--- src/rtl/term_op_sequencer_if.sv ---
// Command bus between the two requesters and the op sequencer, plus the
// datapath-facing op select / operand / status outputs.
interface term_op_sequencer_if #(
   parameter int NUM_OPS = 11
);
   logic               req0;
   logic [3:0]         op0;
   logic [7:0]         arg0;
   logic               ack0;
   logic               req1;
   logic [3:0]         op1;
   logic [7:0]         arg1;
   logic               ack1;
   logic [NUM_OPS-1:0] op_code;
   logic [7:0]         a;
   logic               busy;
   logic               err;

   // Requester / datapath side
   modport master (
      output req0, op0, arg0, req1, op1, arg1,
      input  ack0, ack1, op_code, a, busy, err
   );

   // Sequencer side
   modport slave (
      input  req0, op0, arg0, req1, op1, arg1,
      output ack0, ack1, op_code, a, busy, err
   );
endinterface

--- src/rtl/term_op_sequencer.sv ---
// Two-requester round-robin command scheduler for the pseudo-terminal
// datapath. A granted op index is turned into a one-hot op_code that is held
// with its operand for HOLD_CYCLES cycles, followed by a one-cycle idle gap.
module term_op_sequencer #(
   parameter int HOLD_CYCLES = 4,
   parameter int NUM_OPS     = 11
) (
   input logic                clk,
   input logic                rst_n,
   term_op_sequencer_if.slave bus
);

   localparam int CW = $clog2(HOLD_CYCLES + 1);

   typedef enum logic [1:0] {
      S_IDLE,
      S_ISSUE,
      S_GAP
   } state_t;

   state_t             state_q, state_d;
   logic [CW-1:0]      cnt_q, cnt_d;
   logic [NUM_OPS-1:0] op_code_q, op_code_d;
   logic [7:0]         a_q, a_d;
   logic               busy_q, busy_d;
   logic               ack0_q, ack0_d;
   logic               ack1_q, ack1_d;
   logic               err_q, err_d;
   logic               last_q, last_d;   // 1: requester 1 was granted last

   logic               eff0, eff1;
   logic               gnt0, gnt1;
   logic [3:0]         sel_op;
   logic [7:0]         sel_arg;

   // Round-robin arbitration; a request seen in its own ack cycle belongs to
   // the command just captured and is not granted again.
   always_comb begin
      eff0    = bus.req0 & ~ack0_q;
      eff1    = bus.req1 & ~ack1_q;
      gnt0    = eff0 & (~eff1 | last_q);
      gnt1    = eff1 & ~gnt0;
      sel_op  = gnt1 ? bus.op1  : bus.op0;
      sel_arg = gnt1 ? bus.arg1 : bus.arg0;
   end

   // Next-state and registered-output logic for the IDLE/ISSUE/GAP sequencer.
   always_comb begin
      // NOTE: every signal gets a default before the case so no latch is inferred.
      state_d   = state_q;
      cnt_d     = cnt_q;
      op_code_d = op_code_q;
      a_d       = a_q;
      busy_d    = busy_q;
      last_d    = last_q;
      ack0_d    = 1'b0;
      ack1_d    = 1'b0;
      err_d     = 1'b0;

      unique case (state_q)
         S_IDLE: begin
            if (gnt0 || gnt1) begin
               ack0_d = gnt0;
               ack1_d = gnt1;
               last_d = gnt1;
               if (int'(sel_op) < NUM_OPS) begin
                  op_code_d = NUM_OPS'(1) << sel_op;
                  a_d       = sel_arg;
                  cnt_d     = CW'(HOLD_CYCLES - 1);
                  busy_d    = 1'b1;
                  state_d   = S_ISSUE;
               end else begin
                  err_d = 1'b1;
               end
            end
         end
         S_ISSUE: begin
            if (cnt_q == '0) begin
               op_code_d = '0;
               a_d       = '0;
               state_d   = S_GAP;
            end else begin
               cnt_d = cnt_q - CW'(1);
            end
         end
         S_GAP: begin
            busy_d  = 1'b0;
            state_d = S_IDLE;
         end
         default: begin
            state_d = S_IDLE;
         end
      endcase
   end

   // State and output registers; reset discards any command in flight.
   always_ff @(posedge clk or negedge rst_n) begin
      if (!rst_n) begin
         state_q   <= S_IDLE;
         cnt_q     <= '0;
         op_code_q <= '0;
         a_q       <= '0;
         busy_q    <= 1'b0;
         ack0_q    <= 1'b0;
         ack1_q    <= 1'b0;
         err_q     <= 1'b0;
         last_q    <= 1'b1;   // requester 0 wins the first tie
      end else begin
         // NOTE: non-blocking assignments so every register samples pre-edge values.
         state_q   <= state_d;
         cnt_q     <= cnt_d;
         op_code_q <= op_code_d;
         a_q       <= a_d;
         busy_q    <= busy_d;
         ack0_q    <= ack0_d;
         ack1_q    <= ack1_d;
         err_q     <= err_d;
         last_q    <= last_d;
      end
   end

   assign bus.op_code = op_code_q;
   assign bus.a       = a_q;
   assign bus.busy    = busy_q;
   assign bus.ack0    = ack0_q;
   assign bus.ack1    = ack1_q;
   assign bus.err     = err_q;

endmodule
--- src/flat_wrapper.sv ---
// flat-port wrapper written by rule: the top's interface ports become plain ports
module term_op_sequencer_flat 
#(
   parameter int HOLD_CYCLES = 4,
   parameter int NUM_OPS     = 11
)
  (clk, rst_n, bus_req0, bus_op0, bus_arg0, bus_req1, bus_op1, bus_arg1, bus_ack0, bus_ack1, bus_op_code, bus_a, bus_busy, bus_err);
  term_op_sequencer_if #(.NUM_OPS(NUM_OPS)) bus_i ();
  input logic clk;
  input logic rst_n;
  input wire logic [$bits(bus_i.req0)-1:0] bus_req0;
  input wire logic [$bits(bus_i.op0)-1:0] bus_op0;
  input wire logic [$bits(bus_i.arg0)-1:0] bus_arg0;
  input wire logic [$bits(bus_i.req1)-1:0] bus_req1;
  input wire logic [$bits(bus_i.op1)-1:0] bus_op1;
  input wire logic [$bits(bus_i.arg1)-1:0] bus_arg1;
  output wire logic [$bits(bus_i.ack0)-1:0] bus_ack0;
  output wire logic [$bits(bus_i.ack1)-1:0] bus_ack1;
  output wire logic [$bits(bus_i.op_code)-1:0] bus_op_code;
  output wire logic [$bits(bus_i.a)-1:0] bus_a;
  output wire logic [$bits(bus_i.busy)-1:0] bus_busy;
  output wire logic [$bits(bus_i.err)-1:0] bus_err;
  assign bus_i.req0 = bus_req0;
  assign bus_i.op0 = bus_op0;
  assign bus_i.arg0 = bus_arg0;
  assign bus_i.req1 = bus_req1;
  assign bus_i.op1 = bus_op1;
  assign bus_i.arg1 = bus_arg1;
  assign bus_ack0 = bus_i.ack0;
  assign bus_ack1 = bus_i.ack1;
  assign bus_op_code = bus_i.op_code;
  assign bus_a = bus_i.a;
  assign bus_busy = bus_i.busy;
  assign bus_err = bus_i.err;
  term_op_sequencer #(.HOLD_CYCLES(HOLD_CYCLES), .NUM_OPS(NUM_OPS)) u_core (.clk(clk), .rst_n(rst_n), .bus(bus_i));
endmodule
--- config.mk ---
export PLATFORM = sky130hd
export DESIGN_NAME = term_op_sequencer_flat
export DESIGN_NICKNAME = d
export VERILOG_FILES = /design/src/rtl/term_op_sequencer_if.sv /design/src/rtl/term_op_sequencer.sv /design/src/flat_wrapper.sv
export SDC_FILE = /design/constraint.sdc
export NUM_CORES = 1
export LEC_CHECK = 0
export ABC_AREA = 1
export CORE_MARGIN = 2
export CORE_UTILIZATION = 45
export DETAILED_ROUTE_END_ITERATION = 10
export PLACE_DENSITY = 0.79
export SYNTH_ARGS = -nofsm -noshare
export SYNTH_HDL_FRONTEND = slang
export SYNTH_SLANG_ARGS = --single-unit
--- constraint.sdc ---
create_clock -name clk -period 1.9 [get_ports clk]
set_input_delay 0.475 -clock clk [delete_from_list [all_inputs] [get_ports clk]]
set_output_delay 0.475 -clock clk [all_outputs]
set_load 0.05 [all_outputs]
# After elaboration in Yosys (flattened, before gate mapping)
# Index checks and enable logic that the tools add are counted.
[classes] n_addsub=1 order_cmp=1 n_eq_ne=6 n_shift=1 n_bitwise=9 n_mux=28 n_reduce_logical=10
[op_table] operator="11-bit 2-to-1 mux" n=3
[op_table] operator="8-bit 2-to-1 mux" n=4
[op_table] operator="11-bit case mux with 2 select lines" n=1
[op_table] operator="8-bit case mux with 2 select lines" n=1
[op_table] operator="1-bit by 4-bit << shifter with 11-bit output (first input constant)" n=1
[op_table] operator="1-bit 2-to-1 mux" n=9
[op_table] operator="3-bit 2-to-1 mux" n=3
[op_table] operator="4-bit AND reduction" n=2
[op_table] operator="2-bit 2-to-1 mux" n=3
[op_table] operator="2-bit by 1-bit inequality test with 1-bit output (second input constant)" n=3
[op_table] operator="3-bit case mux with 2 select lines" n=1
[op_table] operator="3-bit AND reduction" n=2
[op_table] operator="1-bit bitwise AND" n=4
[op_table] operator="4-bit < comparator (second input constant)" n=1
[op_table] operator="4-bit 2-to-1 mux" n=1
[op_table] operator="1-bit NOT" n=4
[op_table] operator="2-bit case mux with 2 select lines" n=1
[op_table] operator="2-bit nonzero test" n=2
[op_table] operator="3-bit zero test" n=1
[op_table] operator="3-bit by 1-bit subtractor with 3-bit output (second input constant)" n=1
[op_table] operator="2-bit by 1-bit == test with 1-bit output (second input constant)" n=1
[op_table] operator="2-bit == test (second input constant)" n=1
[op_table] operator="2-bit zero test" n=1
[op_table] operator="2-bit inequality test (second input constant)" n=1
[op_table] operator="4 further kinds" n=4
[totals] word_cells=65 input_bits=28 register_bits=29 out_inout_bits=23

# Logic depth before layout (Yosys ltp)
# Gate-level depths: netlist of the first run.
[logic_depth] ltp_word=12 depth_mapped=13 ltp_nobuf=12

# Worst setup path after synthesis of the first run
# OpenSTA, ideal clock, no wires.
[synth_timing] kind="flip-flop to flip-flop" startpoint="reg u_core.ack1_q, in the netlist u_core.bus.ack1" endpoint="reg u_core.a_q[0], in the netlist u_core.bus.a[0]" slack_ns=0.058 required_ns=1.781 arrival_ns=1.722 setup_time_ns=0.119 stages_incl_launch_ff=13 synth_period_minus_slack_ns=1.842 n_path_buf=2 path_cell_list="dfrtp_1 inv_1 nand2_2 inv_2 o21ai_4 buf_6 o21ai_4 nor2_4 nand2_4 nand3_4 buf_8 nand2_1 nand2_1"
[synth_via] elab_chain_len=11 elab_cells_between_ends=17 classes_between="order compare: 1; eq/ne: 2; mux: 5; bitwise: 7; reduce/logical: 2"
[synth_rtl] item="start: declaration" line="term_op_sequencer.sv:27" rtl="logic ack1_q, ack1_d;"
[synth_rtl] item="start signal: assignment" line="term_op_sequencer.sv:116" rtl="ack1_q <= ack1_d;"
[synth_rtl] item="1-bit NOT *" line="term_op_sequencer.sv:40" rtl="eff1 = bus.req1 & ~ack1_q;"
[synth_rtl] item="1-bit bitwise AND *" line="term_op_sequencer.sv:40"
[synth_rtl] item="1-bit NOT" line="term_op_sequencer.sv:41" rtl="gnt0 = eff0 & (~eff1 | last_q);"
[synth_rtl] item="1-bit OR" line="term_op_sequencer.sv:41"
[synth_rtl] item="1-bit bitwise AND" line="term_op_sequencer.sv:41"
[synth_rtl] item="1-bit NOT" line="term_op_sequencer.sv:42" rtl="gnt1 = eff1 & ~gnt0;"
[synth_rtl] item="1-bit bitwise AND" line="term_op_sequencer.sv:42"
[synth_rtl] item="4-bit 2-to-1 mux / 8-bit 2-to-1 mux (equally long branches)" line="term_op_sequencer.sv:43, term_op_sequencer.sv:44"
[synth_rtl] item="4-bit < comparator / 8-bit 2-to-1 mux (equally long branches)" line="term_op_sequencer.sv:66" rtl="if (int'(sel_op) < NUM_OPS) begin"
[synth_rtl] item="2-bit by 1-bit inequality test with 1-bit output (no source line) / 8-bit 2-to-1 mux (equally long branches)"
[synth_rtl] item="4-bit AND reduction (no source line) / 8-bit case mux with 2 select lines (equally long branches)"
[synth_rtl] item="end signal: assignment" line="term_op_sequencer.sv:102" rtl="a_q <= '0;"
[synth_rtl] item="end signal: assignment" line="term_op_sequencer.sv:113" rtl="a_q <= a_d;"
[synth_rtl] item="end: declaration" line="term_op_sequencer.sv:24" rtl="logic [7:0] a_q, a_d;"
# Every way passes the cells marked *; elsewhere a longest branch is shown, timed or not. The select of a mux whose other input is x is not followed.
# A chain may end at the register's enable or synchronous reset.

# Final worst setup path of the first run
[layout_timing] startpoint="in bus_req0" endpoint="reg u_core.a_q[7], in the netlist u_core.bus.a[7]"
[layout_via] elab_chain_len=8 elab_cells_between_ends=14 classes_between="order compare: 1; eq/ne: 2; mux: 5; bitwise: 4; reduce/logical: 2"
[layout_rtl] item="start: declaration" line="flat_wrapper.sv:11" rtl="input wire logic [$bits(bus_i.req0)-1:0] bus_req0;"
[layout_rtl] item="1-bit bitwise AND *" line="term_op_sequencer.sv:39" rtl="eff0 = bus.req0 & ~ack0_q;"
[layout_rtl] item="1-bit bitwise AND *" line="term_op_sequencer.sv:41"
[layout_rtl] item="1-bit NOT" line="term_op_sequencer.sv:42"
[layout_rtl] item="1-bit bitwise AND" line="term_op_sequencer.sv:42"
[layout_rtl] item="4-bit 2-to-1 mux / 8-bit 2-to-1 mux (equally long branches)" line="term_op_sequencer.sv:43, term_op_sequencer.sv:44"
[layout_rtl] item="4-bit < comparator / 8-bit 2-to-1 mux (equally long branches)" line="term_op_sequencer.sv:66"
[layout_rtl] item="2-bit by 1-bit inequality test with 1-bit output (no source line) / 8-bit 2-to-1 mux (equally long branches)"
[layout_rtl] item="4-bit AND reduction (no source line) / 8-bit case mux with 2 select lines (equally long branches)"
# Marks and branches as above.

==> results of run 1 <==
==> power groups by stage <==
stage          Clock (W)  Sequential [W]  Combinational, W
6_report        0.000433        0.000954           0.00208
5_1_grt         0.000480        0.000982           0.00229
4_1_cts         0.000445        0.000952           0.00201
3_5_place_dp           0        0.000964           0.00201
3_3_place_gp           0        0.000959           0.00198
2_1_floorplan          0         0.00144          0.000964
==> metal layers <==
layer	track usage	vias up
met1	0.286	708
li1	-	752
met2	0.310	39
met4	0.0667	0
met3	0.0616	4
met5	0	-
==> kinds of logic (layout without fill, tap and decap cells) <==
group | after synthesis | count (layout) | synth area share
AND/OR/NAND/NOR | 129 | 130 | 0.370
flip-flops | 29 | 29 | 0.476
buffers and inverters | 25 | 94 | 0.0762
AO/OA/AOI/OAI | 9 | 9 | 0.0557
adder cells (fa/ha/maj) | 2 | 2 | 0.0164
XOR/XNOR | 1 | 1 | 0.00574
==> cell usage in the layout, fill, tap and decap left out <==
| cell type | instances |
|---|---|
| nand2_1 | 81 |
| buf_4 | 37 |
| dfrtp_1 | 28 |
| clkdlybuf4s50_1 | 27 |
| inv_1 | 20 |
| nor2_1 | 16 |
| nand3_1 | 12 |
| nand4_1 | 9 |
| nand2_2 | 5 |
| clkbuf_4 | 5 |
| o21ai_0 | 4 |
| inv_2 | 2 |
| nor2_4 | 2 |
| o21ai_4 | 2 |
| nand3_4 | 2 |
| ha_1 | 2 |
| clkbuf_8 | 2 |
| a21oi_4 | 1 |
| o21ai_2 | 1 |
| nand2_4 | 1 |
| nor3_1 | 1 |
| o21bai_1 | 1 |
| nor2_2 | 1 |
| xnor2_1 | 1 |
| clkinv_2 | 1 |
| dfstp_2 | 1 |
==> layout make-up <==
cell class	count	area, µm²	share of cell area
flip-flops and latches	29	727	0.331
multi-input cells	142	711	0.324
repair buffers	64	548	0.250
inverters	22	82.6	0.0376
clock buffers	7	65.1	0.0296
well taps	46	57.6	0.0262
clock inverters	1	5.00	0.00228
==> how the worst min path moves through the flow <==
stage                             to  cells past startpoint                  start  slack [ns]
3_3_place_gp         u_core.cnt_q[1]                      2        u_core.cnt_q[1]        0.46
3_5_place_dp   u_core.bus.op_code[9]                      2  u_core.bus.op_code[9]        0.46
6_report             u_core.cnt_q[1]                      2        u_core.cnt_q[1]        0.48
5_1_grt        u_core.bus.op_code[4]                      2  u_core.bus.op_code[4]        0.51
2_1_floorplan        u_core.bus.a[0]                      0                  rst_n        0.18
4_1_cts        u_core.bus.op_code[9]                      2  u_core.bus.op_code[9]        0.48
==> tightest hold or removal path: cells and delay by family (launching register included) <==
family | cells | cell delay [ns]
flops | 1 | 0.35
simple gates | 2 | 0.10
==> stage by stage <==
stage	area [µm²]	instances	setup TNS (ns)
after floorplan	1530	195	0
after global routing	2200	311	-0.0269
final	2200	311	0
after global placement	2090	301	-5.13
after detailed placement	2090	301	-6.71
after CTS	2160	309	0
==> registers in the layout, summed over array words and instances, names as in the netlist <==
register	cells
u_core.bus.ack0	1
u_core.bus.busy	1
u_core.bus.ack1	1
u_core.bus.a	8
u_core.bus.err	1
u_core.bus.op_code	11
u_core.state_q	2
u_core.last_q	1
u_core.cnt_q	3
==> what timing repair did <==
action	CTS	global route
resized for setup	0	4
setup endpoints to repair	0	20
setup buffers	0	1
==> results.sh, run 1 <==
export IMPL_crit_arrival_ns=2.04
export IMPL_cts_tree="built"
export IMPL_synth_cell_types=24
export IMPL_slew_viol_final=0
export IMPL_fin_crit_sh=0.954
export IMPL_final_util=0.669
export IMPL_power_share_sequential=0.275
export IMPL_fin_skew_ns=0.00774
export IMPL_hpwl_um=2740
export IMPL_hold_viol=0
export IMPL_crit_fanout=7
export IMPL_final_nets=294
export IMPL_post_place_ws_ns=-0.300
export IMPL_worst_hold_slack_ns=0.480
export IMPL_endpoint_kind="flip-flop"
export IMPL_final_setup_worst_slack_ns=0.0872
export IMPL_r2r_start="u_core.last_q"
export IMPL_endpoint="u_core.bus.a[7]"
export IMPL_cap_violations=0
export IMPL_p_sw_w=0.00172
export IMPL_row_count=21
export IMPL_synth_seq_cells=29
export IMPL_p_clk_frac=0.125
export IMPL_synth_edf_count=0
export IMPL_core_area_um2=3280
export IMPL_slew_headroom=0.755
export IMPL_gp_congestion=0.831
export IMPL_fin_crit_ns=1.81
export IMPL_met3WireLength_um=175
export IMPL_antenna_found_initial=0
export IMPL_grt_max_degree=30
export IMPL_clk_path_buf_depth=2
export IMPL_synth_top_cell_area_share=0.459
export IMPL_cts_hold_repair_buffers=0
export IMPL_slowest_delay_ns=0.48
export IMPL_crit_type="in -> reg"
export IMPL_synth_ff_type="dfrtp_1"
export IMPL_antennaDiodeCount=0
export IMPL_drt_initial_drc_count=54
export IMPL_ant_nets=0
export IMPL_power_w=0.00347
export IMPL_synth_area_um2=1530
export IMPL_n_fill_cell=279
export IMPL_synth_top_cell_by_area="dfrtp_1"
export IMPL_tightest_slew_ns=0.368
export IMPL_syn2layout_area_growth_pct=43.9
export IMPL_intPower_w=0.00174
export IMPL_grt_first_pass_wirelength_um=6330
export IMPL_clk_pin_slew_ns=0.09
export IMPL_switching_share=0.497
export IMPL_synth_most_common_cell="nand2_1"
export IMPL_synth_area_leaders="dfrtp_1 (46%), nand2_1 (20%), inv_1 (4.9%)"
export IMPL_grt_total_usage=0.206
export IMPL_r2r_end="u_core.bus.busy"
export IMPL_met1Wirelength_um=1740
export IMPL_cp_startpoint="bus_req0"
export IMPL_port_buffers=50
export IMPL_io_pins=51
export IMPL_worst_path_buf_inv=2
export IMPL_dr_wl_met2_um=1680
export IMPL_irDropWorstVdd_mv=0.869
export IMPL_htree_levels=2
export IMPL_avgSynthCellArea_um2=7.83
export IMPL_crit_slowest_cell="clkdlybuf4s50_1"
export IMPL_clk_latency_ns=0.33
export IMPL_drive_gt1_frac=0.238
export IMPL_startpoint_type="primary input"
export IMPL_vias=1503
export IMPL_yosysSeqAreaShare=0.476
export IMPL_worstRegToRegCells=12
export IMPL_critical_path_cell_chain="clkdlybuf4s50_1 > nand2_1 > o21ai_4 > nand2_1 > nand2_2 > nand2_2 > nand2_2 > nand2_4 > buf_4 > nand4_1 > nand2_1"
export IMPL_routed_wl_um=3620
export IMPL_die_w_um=62.2
export IMPL_grt_remaining_overflow=0
export IMPL_cts_root_buf="clkbuf_4"
export IMPL_rsz0062_at_grt="true"
export IMPL_max_freq_mhz=552
export IMPL_syn_inst=195
export IMPL_drtPass1Iterations=4
export IMPL_async_reset_ff_frac=1.00
export IMPL_final_setup_viol_count=0
export IMPL_worst_path_stages=11
export IMPL_rrSetupSlack_ns=0.20
export IMPL_combPwrFrac=0.600
export IMPL_synthTopCellsByCount="nand2_1 (82), dfrtp_1 (28), inv_1 (20)"
export IMPL_critPathTopFamily="simple AND/OR/NAND/NOR gates"
export IMPL_top_layer="met4"
export IMPL_power_density_nw_per_um2=1580
export IMPL_min_path_type="reg -> reg"
export IMPL_clock_sinks=29
export IMPL_routedWlPerCell_um=11.6
export IMPL_die_area_um2=3870
export IMPL_cts_made_buffers=5
export IMPL_yosysWarnings=0
export IMPL_synth_nets=225
export IMPL_crit_required_ns=2.12
export IMPL_status="completed"
export IMPL_start_util=0.465
export IMPL_drc_errors=0
export IMPL_fp_dieH_um=62.2
export IMPL_via_per_inst=4.83
export IMPL_p_leak_nw=1.22
export IMPL_first_global_vias=1374
(Power assumes the default switching activity.)
==> run 2: changes to the inputs <==
- ABC_CLOCK_PERIOD_IN_PS: not set -> 1900
- TNS_END_PERCENT: not set -> 20
==> results of run 2 <==
The final DEF is identical to that of run 1; final timing and power are the same.
==> run 3: changes to the inputs <==
- ABC_CLOCK_PERIOD_IN_PS: 1900 -> 2200
- CORE_UTILIZATION: 45 -> 49
- PLACE_DENSITY: 0.79 -> 0.85
- clock period: 1.9 -> 2.2 ns (I/O delays scaled with it)
==> run 3 against run 2 <==
Non-clock buffer count is 4 lower. Final area decreased by 1.4%. Die area down 7.6%. Sequential cell count is the same. Combinational power is 16% lower. Sequential share of layout area increased by 0.48 points. Critical path type is now reg -> out.
==> results.sh, run 3 (synthesis gave the netlist of run 1 again) <==
export IMPL_status="completed"
export IMPL_fin_tns_setup_ns=0
export IMPL_routed_wl_um=3440
export IMPL_met1Wirelength_um=1570
export IMPL_p_leak_nw=1.14
export IMPL_crit_fanout=3
export IMPL_drive_gt1_frac=0.120
export IMPL_worst_path_stages=1
export IMPL_vias=1443
export IMPL_post_cts_buffers=0
export IMPL_largest_reg_flops=11
export IMPL_port_buffers=50
export IMPL_irDropWorstVdd_mv=0.888
export IMPL_grt_total_usage=0.205
export IMPL_fin_skew_ns=0.0146
export IMPL_drc_errors=0
export IMPL_r2r_start="u_core.last_q"
export IMPL_post_dp_cell_area_um2=2110
export IMPL_clk_path_buf_depth=2
export IMPL_clock_sinks=29
export IMPL_drtPass1Iterations=4
export IMPL_final_setup_worst_slack_ns=0.123
export IMPL_rrSetupSlack_ns=0.40
export IMPL_gp_congestion=0.877
export IMPL_crit_slowest_cell="clkdlybuf4s50_1"
export IMPL_die_area_um2=3580
export IMPL_final_common_cell="nand2_1"
export IMPL_critPathTopFamily="buffers and inverters"
export IMPL_fin_crit_ns=2.08
export IMPL_drt_initial_drc_count=38
export IMPL_cp_startpoint="u_core.bus.ack0"
export IMPL_r2r_end="u_core.bus.a[7]"
export IMPL_rsz0062_at_grt="false"
export IMPL_antenna_found_initial=0
export IMPL_io_pins=51
export IMPL_start_util=0.508
export IMPL_final_nets=289
export IMPL_whs_path_depth=2
export IMPL_instances_no_fill=292
export IMPL_cts_hold_repair_buffers=0
export IMPL_worstRegToRegCells=10
export IMPL_top_layer="met4"
export IMPL_hold_viol=0
export IMPL_dr_wl_met2_um=1620
export IMPL_max_freq_mhz=481
export IMPL_grt_max_degree=30
export IMPL_endpoint="bus_ack0"
export IMPL_crit_required_ns=1.65
export IMPL_grt_first_pass_wirelength_um=5330
export IMPL_row_count=20
export IMPL_htree_levels=2
export IMPL_core_area_um2=3000
export IMPL_cts_tree="built"
export IMPL_met3WireLength_um=190
export IMPL_clk_pin_slew_ns=0.09
export IMPL_cts_made_buffers=5
export IMPL_syn2layout_area_growth_pct=41.8
export IMPL_die_w_um=59.8
export IMPL_routedWlPerCell_um=11.8
export IMPL_hpwl_um=2670
export IMPL_ant_nets=0
export IMPL_min_path_type="reg -> reg"
export IMPL_power_density_nw_per_um2=1340
export IMPL_post_place_ws_ns=-0.113
export IMPL_final_setup_viol_count=0
export IMPL_grt_remaining_overflow=0
export IMPL_ctsResizeCount=0
export IMPL_crit_type="reg -> out"
export IMPL_fin_area_um2=2160
export IMPL_fin_crit_sh=0.944
export IMPL_cts_root_buf="clkbuf_4"
export IMPL_slew_headroom=0.665
export IMPL_slew_viol_final=0
export IMPL_endpoint_kind="output port"
export IMPL_tightest_slew_ns=0.501
export IMPL_crit_arrival_ns=1.53
export IMPL_via_per_inst=4.94
export IMPL_antennaDiodeCount=0
export IMPL_slowest_delay_ns=0.81
export IMPL_critical_path_cell_chain="clkdlybuf4s50_1"
export IMPL_clk_latency_ns=0.34
export IMPL_placed_cells=285
export IMPL_final_cell_mix="nand2_1 (82), clkdlybuf4s50_1 (50), dfrtp_1 (28)"
export IMPL_first_global_vias=1244
export IMPL_fp_dieH_um=59.8
export IMPL_worst_path_buf_inv=1
export IMPL_power_w=0.00290
export IMPL_cap_violations=0
export IMPL_startpoint_type="flip-flop"
## run 3: cell count changes in the layout (fill, tap and decap cells not counted), sizes merged
cell / previous run / this run
nand3: 14 / 13
buf: 37 / 10
clkinv: 1 / 0
clkdlybuf4s50: 27 / 50
## run 3: how the worst min path moves through the flow
stage | startpoint | to | slack (ns)
after global placement | u_core.bus.a[7] | u_core.bus.a[7] | 0.45
after CTS | u_core.bus.a[5] | u_core.bus.a[5] | 0.48
after floorplan | rst_n | u_core.bus.a[0] | 0.25
after detailed placement | u_core.bus.a[5] | u_core.bus.a[5] | 0.46
after global routing | u_core.bus.op_code[9] | u_core.bus.op_code[9] | 0.49
final | u_core.bus.a[5] | u_core.bus.a[5] | 0.48
## run 3: power breakdown
part | switching [W] | internal (W) | total (W)
registers | 0.000104 | 0.000718 | 0.000822
clock network | 0.000178 | 0.000150 | 0.000329
logic | 0.00116 | 0.000594 | 0.00175
total | 0.00144 | 0.00146 | 0.00290
## run 3: stage by stage
step,hold slack (ns),util
6_report,0.480,0.721
5_1_grt,0.487,0.721
4_1_cts,0.481,0.721
3_5_place_dp,0.458,0.703
3_3_place_gp,0.454,0.703
2_1_floorplan,0.254,-
## run 3: layout make-up
type	instances	area [µm²]
clock buffers	7	55.1
fillers	245	838
inverters	22	82.6
multi-input cells	141	683
flip-flops and latches	29	727
well taps	33	41.3
repair buffers	60	576
## run 3: metal layers
| layer | GRT usage | vias to the layer above |
|---|---|---|
| met2 | 0.323 | 32 |
| li1 | - | 736 |
| met5 | 0 | - |
| met1 | 0.256 | 668 |
| met4 | 0.0794 | 0 |
| met3 | 0.0758 | 7 |
